$ cat config.mk
export PLATFORM = sky130hd
export DESIGN_NAME = btb_update_table_flat
export DESIGN_NICKNAME = d
export VERILOG_FILES = /design/src/rtl/btb_update_table_pkg.sv /design/src/rtl/btb_update_table_if.sv /design/src/rtl/btb_update_table_sat_ctr2.sv /design/src/rtl/btb_update_table.sv /design/src/flat_wrapper.sv
export SDC_FILE = /design/constraint.sdc
export NUM_CORES = 1
export LEC_CHECK = 0
export CAP_MARGIN = 25
export CORE_AREA = 2 2 262 264
export CTS_CLUSTER_SIZE = 40
export DETAILED_ROUTE_END_ITERATION = 7
export DIE_AREA = 0 0 264 266
export PLACE_DENSITY = 0.67
export SLEW_MARGIN = 10
export SYNTH_ARGS = -nofsm -noshare
export SYNTH_HDL_FRONTEND = slang
export SYNTH_HIERARCHICAL = 1
export SYNTH_SLANG_ARGS = --single-unit
$ cat constraint.sdc
create_clock -name clk -period 9.8 [get_ports clk]
set_clock_uncertainty 0.1 [all_clocks]
set_input_delay 1.47 -clock clk [delete_from_list [all_inputs] [get_ports clk]]
set_output_delay 1.47 -clock clk [all_outputs]
set_load 0.05 [all_outputs]
$ cat src/rtl/btb_update_table_pkg.sv
// Shared constants for the BTB update table: table geometry and the
// encodings of the 2-bit branch-direction counter.
package btb_update_table_pkg;

  localparam int ENTRIES = 8;
  localparam int IDX_W   = 3;

  // 2-bit saturating counter states; WT and ST predict taken.
  typedef enum logic [1:0] {
    SNT = 2'd0,
    WNT = 2'd1,
    WT  = 2'd2,
    ST  = 2'd3
  } ctr_e;

  // Counter value written when a new branch is allocated (weakly taken).
  localparam logic [1:0] INIT_S_DEF = WT;

endpackage

$ cat src/rtl/btb_update_table_if.sv
// Resolved-branch update bus from EX into the BTB update table.
//
// Handshake: upd_en is a valid-only strobe. One resolved branch is
// transferred on every rising clock edge where upd_en=1; there is no ready,
// the table always accepts. btb_clr is a level sampled on the same edge.
interface btb_update_table_if #(
  parameter int AW = 32
);
  logic          btb_clr;
  logic          upd_en;
  logic [AW-1:0] upd_pc;
  logic [AW-1:0] upd_target;
  logic          upd_taken;
  logic          upd_pred_tk;
  logic [AW-1:0] upd_pred_tgt;

  modport master (
    output btb_clr, upd_en, upd_pc, upd_target, upd_taken, upd_pred_tk, upd_pred_tgt
  );

  modport slave (
    input btb_clr, upd_en, upd_pc, upd_target, upd_taken, upd_pred_tk, upd_pred_tgt
  );
endinterface

$ cat src/rtl/btb_update_table_sat_ctr2.sv
// 2-bit saturating up/down counter, next-state only (the register lives in
// the table so that clear/allocate/reset can all act on it in one place).
module btb_sat_ctr2 (
  input  logic [1:0] s,
  input  logic       up,
  output logic [1:0] s_nxt
);

  // Step toward ST on taken, toward SNT on not taken, hold at the rails.
  always_comb begin
    s_nxt = s;
    if (up) begin
      if (s != 2'b11) s_nxt = s + 2'd1;
    end else begin
      if (s != 2'b00) s_nxt = s - 2'd1;
    end
  end

endmodule

$ cat src/rtl/btb_update_table.sv
// BTB storage and update engine. Learns from branches resolved in EX:
// trains counters and targets on a hit, allocates on a taken miss, and
// keeps saturating counts of branches and mispredicts. All outputs are
// registers; the flat v/A/B/s buses feed the IF-stage lookup.
module btb_update_table
  import btb_update_table_pkg::*;
#(
  parameter int         AW     = 32,
  parameter logic [1:0] INIT_S = INIT_S_DEF,
  parameter int         STAT_W = 16
) (
  input  logic                clk,
  input  logic                rst_n,
  btb_update_table_if.slave   upd,
  output logic                v1, v2, v3, v4, v5, v6, v7, v8,
  output logic [AW-1:0]       A1, A2, A3, A4, A5, A6, A7, A8,
  output logic [AW-1:0]       B1, B2, B3, B4, B5, B6, B7, B8,
  output logic [1:0]          s1, s2, s3, s4, s5, s6, s7, s8,
  output logic [STAT_W-1:0]   br_cnt,
  output logic [STAT_W-1:0]   mis_cnt
);

  logic             v_q   [ENTRIES];
  logic [AW-1:0]    a_q   [ENTRIES];
  logic [AW-1:0]    b_q   [ENTRIES];
  logic [1:0]       s_q   [ENTRIES];
  logic [1:0]       s_nxt [ENTRIES];
  logic [IDX_W-1:0] rr_ptr;

  logic             hit;
  logic [IDX_W-1:0] hit_idx;
  logic             have_inv;
  logic [IDX_W-1:0] inv_idx;
  logic [IDX_W-1:0] victim_idx;
  logic             mispredict;

  // One counter next-state per entry; only the hit entry's result is used.
  for (genvar g = 0; g < ENTRIES; g++) begin : g_ctr
    btb_sat_ctr2 u_ctr (
      .s     (s_q[g]),
      .up    (upd.upd_taken),
      .s_nxt (s_nxt[g])
    );
  end

  // Hit search and first-free search; descending scan so lowest index wins.
  always_comb begin
    hit      = 1'b0;
    hit_idx  = '0;
    have_inv = 1'b0;
    inv_idx  = '0;
    for (int i = ENTRIES - 1; i >= 0; i--) begin
      if (v_q[i] && (a_q[i] == upd.upd_pc)) begin
        hit     = 1'b1;
        hit_idx = IDX_W'(i);
      end
      if (!v_q[i]) begin
        have_inv = 1'b1;
        inv_idx  = IDX_W'(i);
      end
    end
    victim_idx = have_inv ? inv_idx : rr_ptr;
  end

  // Wrong direction, or taken to a different target than was fetched.
  assign mispredict = upd.upd_en &
                      ((upd.upd_taken != upd.upd_pred_tk) |
                       (upd.upd_taken & (upd.upd_pred_tgt != upd.upd_target)));

  // Table update: clear beats update; hit trains; taken miss allocates.
  always_ff @(posedge clk or negedge rst_n) begin
    if (!rst_n) begin
      for (int i = 0; i < ENTRIES; i++) begin
        v_q[i] <= 1'b0;
        a_q[i] <= '0;
        b_q[i] <= '0;
        s_q[i] <= SNT;
      end
      rr_ptr <= '0;
    end else if (upd.btb_clr) begin
      for (int i = 0; i < ENTRIES; i++) v_q[i] <= 1'b0;
      rr_ptr <= '0;
    end else if (upd.upd_en) begin
      if (hit) begin
        s_q[hit_idx] <= s_nxt[hit_idx];
        if (upd.upd_taken) b_q[hit_idx] <= upd.upd_target;
      end else if (upd.upd_taken) begin
        v_q[victim_idx] <= 1'b1;
        a_q[victim_idx] <= upd.upd_pc;
        b_q[victim_idx] <= upd.upd_target;
        s_q[victim_idx] <= INIT_S;
        // Round-robin only advances when it actually picked the victim.
        if (!have_inv) rr_ptr <= rr_ptr + IDX_W'(1);
      end
    end
  end

  // Statistics count every resolved branch, including ones dropped by clear.
  always_ff @(posedge clk or negedge rst_n) begin
    if (!rst_n) begin
      br_cnt  <= '0;
      mis_cnt <= '0;
    end else begin
      if (upd.upd_en && (br_cnt != {STAT_W{1'b1}}))  br_cnt  <= br_cnt + 1'b1;
      if (mispredict && (mis_cnt != {STAT_W{1'b1}})) mis_cnt <= mis_cnt + 1'b1;
    end
  end

  assign v1 = v_q[0];
  assign v2 = v_q[1];
  assign v3 = v_q[2];
  assign v4 = v_q[3];
  assign v5 = v_q[4];
  assign v6 = v_q[5];
  assign v7 = v_q[6];
  assign v8 = v_q[7];

  assign A1 = a_q[0];
  assign A2 = a_q[1];
  assign A3 = a_q[2];
  assign A4 = a_q[3];
  assign A5 = a_q[4];
  assign A6 = a_q[5];
  assign A7 = a_q[6];
  assign A8 = a_q[7];

  assign B1 = b_q[0];
  assign B2 = b_q[1];
  assign B3 = b_q[2];
  assign B4 = b_q[3];
  assign B5 = b_q[4];
  assign B6 = b_q[5];
  assign B7 = b_q[6];
  assign B8 = b_q[7];

  assign s1 = s_q[0];
  assign s2 = s_q[1];
  assign s3 = s_q[2];
  assign s4 = s_q[3];
  assign s5 = s_q[4];
  assign s6 = s_q[5];
  assign s7 = s_q[6];
  assign s8 = s_q[7];

endmodule

$ cat src/flat_wrapper.sv
// flat-port wrapper written by rule: the top's interface ports become plain ports
module btb_update_table_flat import btb_update_table_pkg::*;
#(
  parameter int         AW     = 32,
  parameter logic [1:0] INIT_S = INIT_S_DEF,
  parameter int         STAT_W = 16
)
  (clk, rst_n, v1, v2, v3, v4, v5, v6, v7, v8, A1, A2, A3, A4, A5, A6, A7, A8, B1, B2, B3, B4, B5, B6, B7, B8, s1, s2, s3, s4, s5, s6, s7, s8, br_cnt, mis_cnt, upd_btb_clr, upd_upd_en, upd_upd_pc, upd_upd_target, upd_upd_taken, upd_upd_pred_tk, upd_upd_pred_tgt);
  btb_update_table_if #(.AW(AW)) upd_i ();
  input  logic clk;
  input  logic rst_n;
  output logic v1;
  output logic v2;
  output logic v3;
  output logic v4;
  output logic v5;
  output logic v6;
  output logic v7;
  output logic v8;
  output logic [AW-1:0] A1;
  output logic [AW-1:0] A2;
  output logic [AW-1:0] A3;
  output logic [AW-1:0] A4;
  output logic [AW-1:0] A5;
  output logic [AW-1:0] A6;
  output logic [AW-1:0] A7;
  output logic [AW-1:0] A8;
  output logic [AW-1:0] B1;
  output logic [AW-1:0] B2;
  output logic [AW-1:0] B3;
  output logic [AW-1:0] B4;
  output logic [AW-1:0] B5;
  output logic [AW-1:0] B6;
  output logic [AW-1:0] B7;
  output logic [AW-1:0] B8;
  output logic [1:0] s1;
  output logic [1:0] s2;
  output logic [1:0] s3;
  output logic [1:0] s4;
  output logic [1:0] s5;
  output logic [1:0] s6;
  output logic [1:0] s7;
  output logic [1:0] s8;
  output logic [STAT_W-1:0] br_cnt;
  output logic [STAT_W-1:0] mis_cnt;
  input wire logic [$bits(upd_i.btb_clr)-1:0] upd_btb_clr;
  input wire logic [$bits(upd_i.upd_en)-1:0] upd_upd_en;
  input wire logic [$bits(upd_i.upd_pc)-1:0] upd_upd_pc;
  input wire logic [$bits(upd_i.upd_target)-1:0] upd_upd_target;
  input wire logic [$bits(upd_i.upd_taken)-1:0] upd_upd_taken;
  input wire logic [$bits(upd_i.upd_pred_tk)-1:0] upd_upd_pred_tk;
  input wire logic [$bits(upd_i.upd_pred_tgt)-1:0] upd_upd_pred_tgt;
  assign upd_i.btb_clr = upd_btb_clr;
  assign upd_i.upd_en = upd_upd_en;
  assign upd_i.upd_pc = upd_upd_pc;
  assign upd_i.upd_target = upd_upd_target;
  assign upd_i.upd_taken = upd_upd_taken;
  assign upd_i.upd_pred_tk = upd_upd_pred_tk;
  assign upd_i.upd_pred_tgt = upd_upd_pred_tgt;
  btb_update_table #(.AW(AW), .INIT_S(INIT_S), .STAT_W(STAT_W)) u_core (.clk(clk), .rst_n(rst_n), .upd(upd_i), .v1(v1), .v2(v2), .v3(v3), .v4(v4), .v5(v5), .v6(v6), .v7(v7), .v8(v8), .A1(A1), .A2(A2), .A3(A3), .A4(A4), .A5(A5), .A6(A6), .A7(A7), .A8(A8), .B1(B1), .B2(B2), .B3(B3), .B4(B4), .B5(B5), .B6(B6), .B7(B7), .B8(B8), .s1(s1), .s2(s2), .s3(s3), .s4(s4), .s5(s5), .s6(s6), .s7(s7), .s8(s8), .br_cnt(br_cnt), .mis_cnt(mis_cnt));
endmodule
==> After elaboration in Yosys (flattened, before gate mapping) <==
Index checks and enable logic that the tools add are counted.
{ "totals": {"wordCells": 207, "ff_bits": 571, "output_inout_bits": 568} }
{ "classes": {"reduce_logical": 28, "bitwise_logic": 11, "n_lt_le_gt_ge": 4, "n_addsub": 19, "eq_ne": 22, "n_mux": 88} }
{ "ops": {"columns": ["cell", "n"], "rows": [
  ["bitwise mux 256 bit", 3],
  ["two-way mux 256 bit", 3],
  ["equality test 32 bit", 8],
  ["demux 32 bit (select 3 bit)", 2],
  ["two-way mux 3 bit", 22],
  ["two-way mux 32 bit", 2],
  ["two-way mux 2 bit", 28],
  ["adder 16 x 1 -> 16 bit, second input constant", 2],
  ["two-way mux 16 bit", 2],
  ["two-way mux 8 bit", 4],
  ["inequality test 16 bit, second input constant", 2],
  ["inequality test 32 bit", 1],
  ["nonzero test 2 bit", 11],
  ["inequality test 2 bit, second input constant", 10],
  ["two-way mux 1 bit", 17],
  ["adder 2 x 1 -> 2 bit, second input constant", 8],
  ["bitwise mux 16 bit", 1],
  ["bitwise OR 8 bit", 2],
  ["subtractor 2 x 1 -> 2 bit, second input constant", 8],
  ["demux 2 bit (select 3 bit)", 2],
  ["logical AND 1 bit", 12],
  ["AND reduction 3 bit", 3],
  ["bitwise AND 8 bit", 1],
  [">= comparator 4 bit, second input constant", 2],
  ["11 further kinds", 16]
]} }

==> Depth between registers and ports, before layout <==
Gate-level depths: netlist of run 1.
{ "logic_depth": {"ltp_word": 19, "mapped_depth": 14, "depth_no_buf": 9} }

==> Hierarchy <==
Netlist of run 1, hierarchy kept.
{ "modules_own_cells": {"columns": ["module", "area_each_um2", "cells_each", "seq_area_each_um2", "instances"], "rows": [
  ["btb_update_table", 26658.1, 2038, 14288.7, 1],
  ["btb_sat_ctr2", 26.3, 3, 0.0, 8]
]} }

==> Worst setup path after synthesis of run 1 <==
Ideal clock, no wire load.
{ "synth_timing": {"path_type": "input port to flip-flop", "startpoint": "in upd_upd_pc[1]", "endpoint": "reg u_core.b_q (netlist bit u_core/B3[10])", "required_ns": 9.575, "slack_ns": 5.334, "stages": 12, "t_arrival_ns": 4.241, "path_cell_list": "buf_4 -> xor2_1 -> nor4_1 -> or4b_1 -> or4_4 -> and4_4 -> buf_6 -> and3_1 -> nand2_1 -> a21o_1 -> buf_4 -> mux2_2"} }
{ "synth_via": {"elab_chain_len": 18} }
{ "synth_rtl": {"columns": ["item", "line", "rtl"], "rows": [
  ["from (decl)", "flat_wrapper.sv:48", "input wire logic [$bits(upd_i.upd_pc)-1:0] upd_upd_pc;"],
  ["equality test 32 bit", "btb_update_table.sv:53", "if (v_q[i] && (a_q[i] == upd.upd_pc)) begin"],
  ["logical AND 1 bit", "btb_update_table.sv:53", null],
  ["two-way mux 3 bit (8 in a row)", "btb_update_table.sv:53", null],
  ["inverter 3 -> 4 bit (implied by the code)", "btb_update_table.sv:86", "if (upd.upd_taken) b_q[hit_idx] <= upd.upd_target;"],
  [">= comparator 4 bit (implied by the code) or less-than comparator 4 x 1 -> 1 bit (tied branches)", "btb_update_table.sv:86", null],
  ["logical AND 1 bit (implied by the code)", "btb_update_table.sv:86", null],
  ["two-way mux 32 bit (implied by the code)", "btb_update_table.sv:86", null],
  ["demux 32 bit (select 3 bit)", "btb_update_table.sv:86", null],
  ["bitwise mux 256 bit", "btb_update_table.sv:86", null],
  ["two-way mux 256 bit", "btb_update_table.sv:86", null],
  ["two-way mux 256 bit *", "btb_update_table.sv:84", "if (hit) begin"],
  ["to (signal, indexed assignment)", "btb_update_table.sv:86", null],
  ["to (signal, indexed assignment)", "btb_update_table.sv:90", "b_q[victim_idx] <= upd.upd_target;"],
  ["to (decl)", "btb_update_table.sv:25", "logic [AW-1:0] b_q [ENTRIES];"]
]} }
Every way passes the cells marked *; elsewhere a longest branch is shown, timed or not. The select of a mux whose other input is x is not followed.
A chain may end at the register's enable or synchronous reset.

==> Worst setup path in the final report of run 1 <==
{ "layout_timing": {"startpoint": "in upd_upd_pc[6]", "endpoint": "reg u_core.b_q (netlist bit u_core/B8[4])"} }
The elaborated chain is that of the path after synthesis.

==> results.sh, run 1 <==
export IMPL_most_common_layout_cells="668 x clkdlybuf4s50_1, 571 x dfrtp_1, 453 x mux2_2, 202 x xor2_1, 110 x xnor2_1"
export IMPL_fp_dieH_um=266
export IMPL_clock_network_latency_to_the_later_pin_of_the_worst_skew_pair_ns=0.66
export IMPL_wire_per_inst_um=29.3
export IMPL_drtIter0Drc=1610
export IMPL_chipWidth_um=264
export IMPL_layout_drive_gt1_share_pct=24.8
export IMPL_initial_core_util_pct=39.7
export IMPL_mostFrequentLayoutCell="clkdlybuf4s50_1"
export IMPL_ys_types=79
export IMPL_synth_edf_count=0
export IMPL_max_slew_worst_pin_slew_ns=1.07
export IMPL_cts_sink_count=571
export IMPL_syn_area_per_cell_um2=13.0
export IMPL_tritoncts="yes"
export IMPL_asyncSetResetFlopFracSynth_pct=100
export IMPL_fin_tns_setup_ns=0
export IMPL_route_detailed_drc=0
export IMPL_port_buffers=669
export IMPL_grt_met2_usage_pct=49.7
export IMPL_critical_path_startpoint_type="primary input"
export IMPL_globalRouteMet3Util_pct=6.12
export IMPL_ctsResizeCount=0
export IMPL_yosys_area_top_type="dfrtp_1"
export IMPL_layout_worst_path_cycle_share_pct=61.1
export IMPL_groute_layer_met1_usage_pct=36.2
export IMPL_groute_usage_overall_pct=29.5
export IMPL_grt_setup_unrepaired="no"
export IMPL_fmax_mhz=167
export IMPL_fin_util_pct=53.9
export IMPL_cts_inserted_buffers=61
export IMPL_peakVddDrop_v=0.000134
export IMPL_grt_start_max_net_pins=153
export IMPL_clk_pin_slew_worst_paths_ns=0.06
export IMPL_root_buffer="clkbuf_16"
export IMPL_critPathCaptureType="flip-flop"
export IMPL_timing_slew_headroom_pct=28.9
export IMPL_number_of_global_route_vias_before_repair=20400
export IMPL_result_of_the_run="finished clean"
export IMPL_detailedRoute_firstPassIterationCount=5
export IMPL_hold_buffers=0
export IMPL_first_pass_grt_wire_length_um=151000
export IMPL_top_cells_by_area_synth="dfrtp_1 53%, mux2_2 19%, xor2_1 6.6%"
export IMPL_final_setup_violation_count=0
export IMPL_areaGrowthSynthToFinish_pct=35.8
export IMPL_finalWirelength_um=106000
export IMPL_busiest_layer="met2"
export IMPL_top_level_port_count=670
export IMPL_leakagePower_nw=16.6
export IMPL_power_density_nw_per_um2=193
export IMPL_bufs_on_longest_clock_path=3
export IMPL_fill_cells=5699
export IMPL_h_tree_depth=2
export IMPL_hold_path_class="flip-flop to flip-flop"
export IMPL_dp_final_hpwl_um=80600
export IMPL_cp_required_ns=10.21
export IMPL_grt_antenna_before_repair=2
export IMPL_post_cts_setup_buffer_count=0
export IMPL_synth_fp_nets=2167
export IMPL_yosysSeqAreaShare_pct=53.2
export IMPL_coreArea_um2=67700
export IMPL_detailroute_via_count=20200
export IMPL_post_syn_instances=2062
export IMPL_report_final_slew_viol_count=0
export IMPL_maxCapViolCount=0
export IMPL_critPathKind="primary input to flip-flop"
export IMPL_final_hold_violation_count=0
export IMPL_timing_critical_path_arrival_ns=6.39
export IMPL_finish_net_count=2796
export IMPL_gr_total_overflow=0
export IMPL_proportion_of_netlist_area_held_by_the_largest_area_contributor_pct=53.2
export IMPL_postSynthRegisterBits=571
export IMPL_gp_routability_congestion=0.988
export IMPL_fp_dieArea_um2=70200
export IMPL_period_needed_ns=5.99
export IMPL_placement_rows=96
export IMPL_synth_top_flop_cell="dfrtp_1"
export IMPL_antenna_violating_nets_post_route=0
export IMPL_netlist_area_pre_place_um2=26900
export IMPL_detail_route_vias_per_cell=5.57
export IMPL_critPathMaxFanout=32
export IMPL_synth_warning_count=6
[Yosys cell counts, types with 9 or more instances]
| cell type | instances |
|---|---|
| o21ai_0 | 24 |
| xnor2_1 | 110 |
| dfrtp_1 | 571 |
| xor2_1 | 202 |
| nand4_1 | 55 |
| nand2b_1 | 12 |
| maj3_2 | 16 |
| clkbuf_1 | 25 |
| nor3_1 | 22 |
| inv_1 | 34 |
| a21oi_1 | 16 |
| and3_1 | 11 |
| mux2_2 | 453 |
| mux2_4 | 32 |
| buf_4 | 17 |
| buf_1 | 13 |
| or4_1 | 9 |
| nand4b_1 | 9 |
| nor2_1 | 31 |
| buf_6 | 9 |
| nor4_1 | 86 |
| nand2_1 | 80 |
| buf_2 | 82 |
| nand3_1 | 27 |
| mux2_1 | 23 |
[cells by family (layout without fill, tap and decap cells)]
group,count (synthesis),in the layout,synth area share [%]
buf+inv,183,863,3.61
xor+xnor,314,314,10.3
simple gates,378,378,8.01
fa+ha+maj,19,19,0.810
compound gates,87,87,2.29
mux,510,510,21.8
flops,571,571,53.2
other cells,0,1,0
[power breakdown]
group	leakage [nW]	switching (mW)	total, mW	internal, mW
Clock	1.08	1.01	2.51	1.50
Combinational	7.79	1.21	1.80	0.592
Sequential	7.68	0.198	2.75	2.55
Total	16.6	2.41	7.06	4.64
[metal layers]
layer | vias up | wire length [um] | share of wire, %
li1 | 8557 | - | -
met1 | 10400 | 41500 | 39
met2 | 947 | 51500 | 48
met3 | 245 | 7320 | 6.9
met4 | 4 | 5920 | 5.6
met5 | - | 23 | 0.022
[metrics by stage]
step / cells / hold WS (ns) / total power, mW / worst slack, ns / cell area, um^2
3_3_place_gp: 3505 / 0.370 / 4.56 / 3.59 / 34200
3_5_place_dp: 3506 / 0.374 / 4.58 / 3.48 / 34200
6_report: 3625 / 0.387 / 7.06 / 3.81 / 36500
5_1_grt: 3624 / 0.401 / 7.27 / 3.58 / 36500
2_1_floorplan: 2062 / 0.405 / 3.80 / 5.33 / 26900
4_1_cts: 3620 / 0.389 / 7.10 / 4.00 / 36400
[final timing paths]
kind,start,to,depth (start not counted),slack [ns]
setup / recovery,upd_upd_pc[6],u_core/B8[4],10,3.81
hold / removal,u_core/B6[24],u_core/B6[24],1,0.39
setup reg to reg,u_core/A7[2],u_core/B8[4],9,5.28
hold reg to reg,u_core/B6[24],u_core/B6[24],1,0.39
max in group asynchronous,rst_n,u_core/A5[22],4,6.77
min in group asynchronous,rst_n,u_core/B2[8],1,0.77
[worst max-delay path, stage by stage]
cell and delay [ns]:
clkdlybuf4s50_1 1.01, xor2_1 0.22, nor4_1 0.53, nand3_1 0.20, nor4_1 0.81, o211ai_1 0.33, nand4bb_1 0.40, a21bo_2 0.31
nand2_2 0.56, mux2_2 0.52
[cell type report]
| class | instances | area (um^2) | share of cell area (%) |
|---|---|---|---|
| multi-input cells | 1308 | 11600 | 31.9 |
| repair buffers | 715 | 7140 | 19.6 |
| diodes | 1 | 2.50 | 0.00686 |
| flip-flops and latches | 571 | 14300 | 39.2 |
| clock inverters | 28 | 412 | 1.13 |
| clock buffers | 86 | 1780 | 4.88 |
| well taps | 882 | 1100 | 3.02 |
| inverters | 34 | 128 | 0.350 |
(Power assumes the default switching activity.)
==> run 2: changes to the inputs <==
- CORE_AREA: 2 2 262 264 -> 2 2 263 265
- DIE_AREA: 0 0 264 266 -> 0 0 265 267
- PLACE_DENSITY: 0.67 -> 0.69
- clock period: 9.8 -> 5.5 ns (I/O delays scaled with it)
==> run 2 against run 1 <==
Core utilization grew 0.55 points. Critical path depth up 1. Routed wire length grew 3.0%. Cell count grew 1.7%. Final area up 1.4%. Largest power group unchanged.
==> results.sh, run 2 (same netlist as run 1, synthesis figures left out) <==
export IMPL_mostFrequentLayoutCell="clkdlybuf4s50_1"
export IMPL_grt_start_max_net_pins=125
export IMPL_comb_power_share_pct=25.8
export IMPL_wire_per_inst_um=29.7
export IMPL_fmax_mhz=211
export IMPL_maxCapViolCount=0
export IMPL_route_detailed_drc=0
export IMPL_total_switching_power_mw=4.39
export IMPL_cts_sink_count=571
export IMPL_initial_core_util_pct=39.5
export IMPL_critPathCaptureType="flip-flop"
export IMPL_detail_route_vias_per_cell=5.49
export IMPL_leakagePower_nw=16.8
export IMPL_gp_routability_congestion=0.975
export IMPL_dp_final_hpwl_um=84900
export IMPL_drtIter0Drc=1470
export IMPL_critical_path_reg2reg_endpoint="u_core/B2[3]"
export IMPL_timing_critical_path_from="upd_upd_pc[2]"
export IMPL_tritoncts="yes"
export IMPL_layout_drive_gt1_share_pct=26.2
export IMPL_post_cts_setup_buffer_count=0
export IMPL_reg2reg_setup_slack_ns=1.26
export IMPL_fin_util_pct=54.4
export IMPL_most_common_layout_cells="668 x clkdlybuf4s50_1, 571 x dfrtp_1, 453 x mux2_2, 202 x xor2_1, 110 x xnor2_1"
export IMPL_areaGrowthSynthToFinish_pct=37.7
export IMPL_top_level_port_count=670
export IMPL_finish_net_count=2852
export IMPL_area_sequential_um2=14300
export IMPL_fin_tns_setup_ns=0
export IMPL_critPathKind="primary input to flip-flop"
export IMPL_detailroute_via_count=20200
export IMPL_ctsResizeCount=0
export IMPL_fill_cells=5661
export IMPL_report_final_slew_viol_count=0
export IMPL_placement_rows=96
export IMPL_result_of_the_run="finished clean"
export IMPL_cp_required_ns=5.89
export IMPL_fp_dieH_um=267
export IMPL_power_density_nw_per_um2=342
export IMPL_fp_dieArea_um2=70800
export IMPL_clock_network_latency_to_the_later_pin_of_the_worst_skew_pair_ns=0.62
export IMPL_hold_buffers=0
export IMPL_cellInternalPower_mw=8.25
export IMPL_bufs_on_longest_clock_path=3
export IMPL_seq_power_share_pct=38.7
export IMPL_timing_slew_headroom_pct=36.4
export IMPL_worstRegToRegCells=10
export IMPL_final_hold_violation_count=0
export IMPL_root_buffer="clkbuf_16"
export IMPL_first_pass_grt_wire_length_um=154000
export IMPL_critPathMaxFanout=32
export IMPL_final_setup_violation_count=0
export IMPL_clkPwrFrac_pct=35.5
export IMPL_peakVddDrop_v=0.000238
export IMPL_hold_path_class="primary input to asynchronous set/reset pin"
export IMPL_multi_input_area_um2=11600
export IMPL_swShare_pct=34.7
export IMPL_number_of_global_route_vias_before_repair=20600
export IMPL_layout_worst_path_cycle_share_pct=86.0
export IMPL_startpoint_of_the_most_critical_register_to_register_path="u_core/A1[2]"
export IMPL_max_slew_worst_pin_slew_ns=0.948
export IMPL_groute_usage_overall_pct=30.4
export IMPL_timing_critical_path_arrival_ns=5.12
export IMPL_coreArea_um2=68000
export IMPL_grt_antenna_before_repair=5
export IMPL_finalWirelength_um=109000
export IMPL_critical_path_startpoint_type="primary input"
export IMPL_port_buffers=669
export IMPL_period_needed_ns=4.73
export IMPL_chipWidth_um=265
export IMPL_antenna_violating_nets_post_route=0
export IMPL_cts_inserted_buffers=66
export IMPL_clk_pin_slew_worst_paths_ns=0.06
export IMPL_h_tree_depth=3
export IMPL_detailedRoute_firstPassIterationCount=5
export IMPL_gr_total_overflow=0
export IMPL_grt_setup_unrepaired="no"
==> run 2: power groups by stage <==
stage / Clock, mW / Sequential, mW / Combinational (mW)
after floorplan: 0 / 6.05 / 0.724
after global placement: 0 / 4.94 / 3.23
after detailed placement: 0 / 4.96 / 3.26
after CTS: 4.56 / 4.89 / 3.27
after global routing: 4.75 / 4.93 / 3.37
final: 4.50 / 4.89 / 3.26
==> run 2: metal layers <==
metal	wire, um	vias to the layer above	GRT usage, %
met5	29	-	0
met4	5620	4	15.0
met3	7260	212	6.27
met2	53200	913	50.8
met1	43300	10400	37.5
li1	-	8677	-
==> run 2: worst max-delay path, stage by stage <==
cell	delay (ns)
clkdlybuf4s50_1	0.58
xnor2_1	0.79
nor4b_1	0.34
nand4_1	0.28
or4_1	0.73
nand4_1	0.16
nor3_1	0.11
a21boi_0	0.40
nand2b_2	0.22
buf_12	0.25
mux2_2	0.37
==> run 2: cell type report <==
class                      count  area share [%]
antenna                        4          0.0271
clock buffer                  94            5.13
clock inverter                26           0.900
inverter                      34           0.345
multi-input combinational   1308            31.4
sequential                   571            38.6
tap                          882            2.98
timing repair buffer         766            20.5
==> run 2: per-stage QoR <==
| stage | instances | hold slack (ns) | total power, mW | worst slack, ns | instance area, um^2 |
|---|---|---|---|---|---|
| finish | 3685 | 0.233 | 12.6 | 0.768 | 37000 |
| global placement | 3560 | 0.368 | 8.17 | 0.240 | 34800 |
| CTS | 3680 | 0.237 | 12.7 | 0.878 | 37000 |
| global route | 3683 | 0.284 | 13.0 | 0.684 | 37000 |
| floorplan | 2062 | 0.405 | 6.77 | 1.68 | 26900 |
| detailed placement | 3560 | 0.374 | 8.21 | 0.240 | 34800 |
==> run 2: worst max-delay path by stage <==
stage | endpoint | slack [ns]
global placement | u_core/B7[21] | 0.24
finish | u_core/B2[3] | 0.77
floorplan | u_core/B3[10] | 1.68
detailed placement | u_core/B7[16] | 0.24
CTS | u_core/A6[14] | 0.88
global route | u_core/A6[14] | 0.68
